File: config.mk
export PLATFORM = sky130hd
export DESIGN_NAME = uart_tx_arbiter
export DESIGN_NICKNAME = d
export VERILOG_FILES = /design/src/rtl/uart_arb_pkg.sv /design/src/rtl/rr_picker.sv /design/src/rtl/uart_tx_arbiter.sv
export SDC_FILE = /design/constraint.sdc
export NUM_CORES = 1
export LEC_CHECK = 0
export ABC_AREA = 0
export BUFFER_PORTS_ARGS = -buffer_cell sky130_fd_sc_hd__buf_2
export CORE_MARGIN = 4
export CORE_UTILIZATION = 46
export CTS_BUF_LIST = sky130_fd_sc_hd__clkbuf_4
export DETAILED_ROUTE_END_ITERATION = 6
export PLACE_DENSITY = 0.87
export SLEW_MARGIN = 20
export SYNTH_ARGS = -nofsm -noshare
export SYNTH_HDL_FRONTEND = slang
export SYNTH_SLANG_ARGS = --single-unit
File: constraint.sdc
create_clock -name inp_clock -period 4.88 [get_ports inp_clock]
set_clock_uncertainty 0.2 [all_clocks]
set_input_delay 0.244 -clock inp_clock [delete_from_list [all_inputs] [get_ports inp_clock]]
set_output_delay 0.244 -clock inp_clock [all_outputs]
set_load 0.02 [all_outputs]
File: src/rtl/uart_arb_pkg.sv
// Shared types and defaults for the UART transmit arbiter.
// Holds the FSM state encoding, default sizing and the index-width helper.
package uart_arb_pkg;

  typedef enum logic {
    ARB_IDLE  = 1'b0,
    ARB_GRANT = 1'b1
  } arb_state_t;

  localparam int ARB_CLIENTS   = 4;
  localparam int ARB_DATA_W    = 8;
  localparam int ARB_MAX_BURST = 16;
  localparam int ARB_BURST_W   = 8;

  // Width of a client index; never below one bit so a 2-client build stays legal.
  function automatic int arb_idx_w(input int n);
    return (n <= 2) ? 1 : $clog2(n);
  endfunction

endpackage

File: src/rtl/rr_picker.sv
// Round-robin winner search starting just after i_last_owner, wrapping modulo N.
// Purely combinational: zero latency, no flow control of its own.
module rr_picker
  import uart_arb_pkg::*;
#(
  parameter int N     = ARB_CLIENTS,
  parameter int IDX_W = arb_idx_w(ARB_CLIENTS)
) (
  input  logic [N-1:0]     i_req,
  input  logic [IDX_W-1:0] i_last_owner,
  output logic [N-1:0]     o_winner,
  output logic [IDX_W-1:0] o_winner_idx
);

  logic [IDX_W:0]   w_sum;
  logic [IDX_W-1:0] w_cand;
  logic             w_found;

  // One extra bit on the sum holds last_owner + N before the wrap subtraction.
  always_comb begin
    o_winner     = '0;
    o_winner_idx = '0;
    w_found      = 1'b0;
    w_sum        = '0;
    w_cand       = '0;
    for (int i = 1; i <= N; i++) begin
      w_sum = {1'b0, i_last_owner} + (IDX_W+1)'(i);
      if (w_sum >= (IDX_W+1)'(N)) begin
        w_sum = w_sum - (IDX_W+1)'(N);
      end
      w_cand = w_sum[IDX_W-1:0];
      if (!w_found && i_req[w_cand]) begin
        w_found          = 1'b1;
        o_winner[w_cand] = 1'b1;
        o_winner_idx     = w_cand;
      end
    end
  end

endmodule

File: src/rtl/uart_tx_arbiter.sv
// Round-robin arbiter feeding one uart_tx from CLIENTS byte streams, bursts capped at MAX_BURST.
// First byte valid 1 cycle after an idle request; inp_ready low stalls with data held, ack only on transfer.
module uart_tx_arbiter
  import uart_arb_pkg::*;
#(
  parameter int CLIENTS   = ARB_CLIENTS,
  parameter int DATA_W    = ARB_DATA_W,
  parameter int MAX_BURST = ARB_MAX_BURST
) (
  input  logic                      inp_clock,
  input  logic                      inp_reset,
  input  logic [CLIENTS-1:0]        inp_req,
  input  logic [CLIENTS*DATA_W-1:0] inp_data,
  input  logic [CLIENTS-1:0]        inp_last,
  output logic [CLIENTS-1:0]        out_ack,
  output logic                      out_valid,
  output logic [DATA_W-1:0]         out_data,
  input  logic                      inp_ready,
  output logic [CLIENTS-1:0]        out_grant,
  output logic                      out_busy
);

  localparam int IDX_W = arb_idx_w(CLIENTS);
  localparam logic [ARB_BURST_W-1:0] LP_BURST_LAST = ARB_BURST_W'(MAX_BURST - 1);

  arb_state_t               r_state;
  arb_state_t               w_next_state;
  logic [CLIENTS-1:0]       r_grant;
  logic [IDX_W-1:0]         r_grant_idx;
  logic [IDX_W-1:0]         r_last_owner;
  logic [ARB_BURST_W-1:0]   r_burst_cnt;

  logic [CLIENTS-1:0]       w_pick_onehot;
  logic [IDX_W-1:0]         w_pick_idx;
  logic                     w_any_req;
  logic                     w_own_req;
  logic                     w_own_last;
  logic                     w_xfer;
  logic                     w_burst_done;
  logic [DATA_W-1:0]        w_data_arr [CLIENTS];

  for (genvar k = 0; k < CLIENTS; k++) begin : g_unpack
    assign w_data_arr[k] = inp_data[k*DATA_W +: DATA_W];
  end

  rr_picker #(
    .N     (CLIENTS),
    .IDX_W (IDX_W)
  ) u_rr_picker (
    .i_req        (inp_req),
    .i_last_owner (r_last_owner),
    .o_winner     (w_pick_onehot),
    .o_winner_idx (w_pick_idx)
  );

  assign w_any_req    = |inp_req;
  assign w_own_req    = inp_req[r_grant_idx];
  assign w_own_last   = inp_last[r_grant_idx];
  assign w_xfer       = (r_state == ARB_GRANT) && w_own_req && inp_ready;
  assign w_burst_done = (r_burst_cnt == LP_BURST_LAST);

  always_ff @(posedge inp_clock or negedge inp_reset) begin
    if (!inp_reset) begin
      r_state <= ARB_IDLE;
    end else begin
      r_state <= w_next_state;
    end
  end

  // An owner that drops its request releases the grant without an ack that cycle.
  always_comb begin
    w_next_state = r_state;
    case (r_state)
      ARB_IDLE: begin
        if (w_any_req) begin
          w_next_state = ARB_GRANT;
        end
      end
      ARB_GRANT: begin
        if (!w_own_req) begin
          w_next_state = ARB_IDLE;
        end else if (w_xfer && (w_own_last || w_burst_done)) begin
          w_next_state = ARB_IDLE;
        end
      end
      default: w_next_state = ARB_IDLE;
    endcase
  end

  always_comb begin
    out_busy  = 1'b0;
    out_grant = '0;
    out_valid = 1'b0;
    out_data  = '0;
    out_ack   = '0;
    if (r_state == ARB_GRANT) begin
      out_busy  = 1'b1;
      out_grant = r_grant;
      out_valid = w_own_req;
      out_data  = w_data_arr[r_grant_idx];
      if (w_xfer) begin
        out_ack[r_grant_idx] = 1'b1;
      end
    end
  end

  // Grant bookkeeping: winner latched on the IDLE edge, owner recorded on every release.
  always_ff @(posedge inp_clock or negedge inp_reset) begin
    if (!inp_reset) begin
      r_grant      <= '0;
      r_grant_idx  <= '0;
      r_last_owner <= IDX_W'(CLIENTS - 1);
      r_burst_cnt  <= '0;
    end else if (r_state == ARB_IDLE) begin
      if (w_any_req) begin
        r_grant     <= w_pick_onehot;
        r_grant_idx <= w_pick_idx;
        r_burst_cnt <= '0;
      end
    end else begin
      if (w_xfer) begin
        r_burst_cnt <= r_burst_cnt + 1'b1;
      end
      if (w_next_state == ARB_IDLE) begin
        r_last_owner <= r_grant_idx;
        r_grant      <= '0;
      end
    end
  end

endmodule

# Word-level counts from Yosys, hierarchy flattened
# Cells that the tools add are included.
# word_totals
latchBits,0
mem_bits_rw,0
output_inout_bits,18
memories,0
register_bits,17
word_cells,115
mem_bits_ro,0
# classes
bitwise,6
reduce_logical,21
n_lt_le_gt_ge,15
add_sub_neg,9
div_mod_pow,0
n_mux,56
multipliers,0
eq_ne,3
shifts,0
# ops
op,n
$mux W8,6
$mux W4,10
$mux W1,19
$bmux W8 S2,1
$mux W2,8
$ge A3 B3 Y1 const B,5
$lt A2 B3 Y1 const B,5
$bmux W1 S2,6
$or A4 B4 Y4,3
$logic_and A1 B1 Y1,11
$demux W1 S2,5
$ge A2 B1 Y1 const B,5
$add A8 B1 Y8 const B,1
$eq A8 B4 Y1 const B,1
$reduce_and A2 Y1,4
$sub A2 B1 Y2 const B,4
$add A2 B2 Y3 const B,2
$reduce_or A4 Y1,1
$add A2 B1 Y3 const B,1
$add A2 B3 Y3 const B,1
$logic_not A1 Y1,3
$not A2 Y3,1
$ne A2 B1 Y1 const B,1
$ne A2 B2 Y1 const B,1
4 further kinds,5

# Longest topological paths before layout
# depth
ltp_word,17
ltp_mapped,8
depth_no_buf,7

# Hierarchy
# From an unflattened synthesis, not the netlist that was laid out.
# hier_totals
cells_unflattened,172
hier_area_um2,1675.4
# modules_own_cells
mod,cells_each,area_each_um2,n_inst,seq_area_each_um2
uart_tx_arbiter,113,1184.9,1,427.9
rr_picker,59,490.5,1,0.0

# Least setup slack after synthesis
# No wires, ideal clock.
# synth_timing
path_type,reg-to-reg
from,register r_last_owner[0]
to,register r_grant[0]
setup_slack_ns,2.223
arrival_ns,2.331
setup_ns,0.126
path_buffers,1
required_ns,4.554
path_stages_with_launch,8
synth_period_minus_slack_ns,2.657
path_cell_list,dfstp_2 -> buf_6 -> inv_1 -> ha_1 -> mux2_2 -> mux2i_2 -> o311ai_1 -> a221o_1
# synth_via
elab_chain_len,17
word_cells_on_any_way,62
cone_classes,add/sub: 8; order compare: 12; mux: 29; bitwise: 3; reduce/logical: 10
# synth_lines
element,line_no,source
start: declaration,uart_tx_arbiter.sv:30,logic [IDX_W-1:0] r_last_owner;
start signal: assignment,uart_tx_arbiter.sv:112,r_last_owner <= IDX_W'(CLIENTS - 1);
start signal: assignment,uart_tx_arbiter.sv:125,r_last_owner <= r_grant_idx;
"parallel branches: the longest is 14 deep, another holds $add A2 B1 Y3",n/a,
$mux W4 *,rr_picker.sv:32,if (!w_found && i_req[w_cand]) begin
$mux W4 *,uart_tx_arbiter.sv:115,if (w_any_req) begin
$mux W4 *,uart_tx_arbiter.sv:114,end else if (r_state == ARB_IDLE) begin
end signal: assignment,uart_tx_arbiter.sv:116,r_grant <= w_pick_onehot;
end: declaration,uart_tx_arbiter.sv:28,logic [CLIENTS-1:0] r_grant;
# Mark *: on every way between the ends. The select of a mux whose other input is x is not followed.
# A chain may end at the register's enable or synchronous reset.

# Worst setup path in the final report
# Same ends and word-level chain as after synthesis.

==> impl_metrics.ini <==
[status]
outcome = finished clean

[worst_setup_path]
end_kind = register
cp-start-kind = register
slowest_stage = dfstp_2
required_ns = 4.93
critPathKind = register to register
crit_chain = inv_1 -> ha_1 -> mux2_2 -> mux2i_2 -> and4b_1 -> and2_1 -> a221o_1
slowest_delay_ns = 0.72
critPathArrivalTime_ns = 3.07
cp_max_fo = 14

[floorplan]
die-area_um2 = 4515
io_pins = 61
die_w_um = 67.19
start_util = 0.4792
core.rowCount = 21
core_area_um2 = 3363
die_y_um = 67.19

[synthesis]
synth_seq_area_share = 0.2655
synth_mux_area_frac = 0.2104
yosys_warnings = 0
synth-compound-area-share = 0.1359
synthCells = 169
synth_seq_cells = 17
synth_top_family_by_area = simple AND/OR/NAND/NOR gates
synth_edf_count = 0
synth_xor_area_frac = 0.01087
synthAdderAreaFrac = 0.06988
yosysUniqueCellTypes = 42
synth.cell_area_um2 = 1612
synth_flop_cell = dfrtp_1
synthArstFlopShare = 1.000
synthSimpleGateAreaFrac = 0.2508
synthesis.nets = 221
syn_area_per_cell_um2 = 9.536

[route]
remaining_drc_errors = 0
ant_nets = 0
wl_met3_um = 253
vias = 1538
drt-total-wl_mm = 4.099
highest_layer = met4
wl_met1_mm = 1.621
wl_per_cell_um = 15.24
vias_per_cell = 5.717
firstDrtPassIters = 4
drt_iter0_drc = 90
dr_wl_met2_mm = 2.181

[layout]
fin_util = 0.5792
finalNonFillerCells = 269
drive_above_1_share = 0.3767
antenna_cells = 0
final_common_cell = buf_2
multi_input_area_um2 = 1092
register_area_um2 = 427.9
area_growth_pct = 20.89
final_cell_mix = buf_2 (60), and2_1 (17), dfrtp_1 (15), nor2_1 (14), nand2_1 (14)
finalNetCount = 276
nFillCells = 324

[pwr]
power_density_nw_per_um2 = 561.5
vdd_ir_drop_max_v = 0.0002640
leakage_nw = 0.9331

[timing]
tightest_slew_ns = 0.7270
fin_crit_sh = 0.6178
drv_slew = 0
setup_violations = 0
period_needed_ns = 3.015
rsz0062_at_grt = no
fmax_mhz = 331.7
slew_headroom = 0.5154
tns_ns = 0
finalHoldViolCount = 0

[cts]
cts_tree = yes
cts_resized = 0
clk-insertion-delay-late_ns = 0.30
root_buffer = clkbuf_4
clk_pin_slew_ns = 0.12
htree_levels = 1
cts.path.max_buffers = 2
cts_sinks = 17
cts_buffers = 3

[global_routing]
grt_pass1_wl_mm = 6.982
overflow = 0
grt_pass1_vias = 1578
antenna_found_initial = 0
globalRouteTotalUtil = 0.2005
grt_max_degree = 22

[run]
drv_cap = 0

[place]
port_buffers = 60
numPlacedInstances = 264
gp_congestion = 0.9135
place_hpwl_mm = 3.191

[hold_path]
hold_path_class = primary input to register
worst paths after layout:
| path | slack (ns) | cells after the start | end | from |
|---|---|---|---|---|
| max reg2reg | 1.87 | 7 | r_grant[0] | r_last_owner[0] |
| max | 1.87 | 7 | r_grant[0] | r_last_owner[0] |
| min in group asynchronous | 0.17 | 2 | r_grant[0] | inp_reset |
| min | 0.14 | 4 | r_state | inp_ready |
| max in group asynchronous | 4.00 | 2 | r_last_owner[0] | inp_reset |
| min reg2reg | 0.32 | 1 | r_grant[1] | r_grant[1] |
power breakdown:
group	switching [W]	internal (W)
Clock	0.0000486	0.0000312
Sequential	0.000114	0.000189
Combinational	0.000377	0.000334
Total	0.000540	0.000554
Yosys cell counts, types with 2 or more instances:
cell / instances / area, um^2
a211oi_1: 2 / 15.01
a21oi_1: 2 / 10.01
a221o_1: 4 / 40.04
a31oi_1: 2 / 12.51
and2_1: 17 / 106.4
and3_1: 3 / 18.77
buf_2: 4 / 20.02
buf_6: 2 / 22.52
clkbuf_1: 5 / 18.77
dfrtp_1: 15 / 375.4
dfstp_2: 2 / 52.55
ha_1: 9 / 112.6
inv_1: 8 / 30.03
mux2_2: 3 / 33.78
mux4_1: 3 / 78.83
mux4_2: 9 / 202.7
nand2_1: 14 / 52.55
nand3_1: 8 / 40.04
nand4_1: 6 / 37.54
nor2_1: 14 / 52.55
nor3_1: 3 / 15.01
nor3b_1: 2 / 15.01
o21ai_0: 9 / 45.04
o311ai_1: 4 / 35.03
xor2_1: 2 / 17.52
cell families (layout without fill, tap and decap cells):
logic type                 after synthesis  in the layout
AOI/OAI and AO/OA                       30             30
DFF                                     17             17
buffers and inverters                   19             73
xor gates and xnor gates                 2              2
adders and majority gates                9              9
muxes                                   17             17
and+or+nand+nor                         75             75
worst max-delay path: cells and delay by family, from the launching register on:
kind	cells	cell delay (ns)
muxes	2	0.80
DFF	1	0.72
AOI/OAI and AO/OA	1	0.10
and+or+nand+nor	2	0.49
buffers and inverters	1	0.21
adders and majority gates	1	0.45
stage by stage:
step	setup WS, ns	cell area, um^2	hold slack (ns)	total power [W]
2_1_floorplan	2.223	1612	-0.2516	0.0008541
3_3_place_gp	2.025	1908	-0.01943	0.0009906
3_5_place_dp	1.905	1908	-0.01759	0.001015
4_1_cts	1.885	1948	0.1294	0.001096
5_1_grt	1.707	1948	0.1764	0.001194
6_report	1.865	1948	0.1433	0.001094
metal layers:
layer	vias up	global-route usage
li1	737	-
met1	744	0.2258
met2	49	0.3755
met3	8	0.03993
met4	0	0.06329
met5	-	0
final cells by class:
| class | count | share of cell area |
|---|---|---|
| Clock buffer | 3 | 0.01156 |
| Clock inverter | 1 | 0.003854 |
| Inverter | 8 | 0.01541 |
| Multi-Input combinational cell | 133 | 0.5607 |
| Sequential cell | 17 | 0.2197 |
| Tap cell | 46 | 0.02954 |
| Timing Repair Buffer | 61 | 0.1593 |
flip-flops by register name, summed over array words and instances (netlist names):
register,cells
r_burst_cnt,8
r_grant,4
r_state,1
r_last_owner,2
r_grant_idx,2
what timing repair did:
action                     in CTS  in global routing
hold endpoints to repair       17                  0
hold buffers                    1                  0
buffers inserted                0                  0
setup endpoints to repair       0                  0
Power figures use the tool's default switching activity.
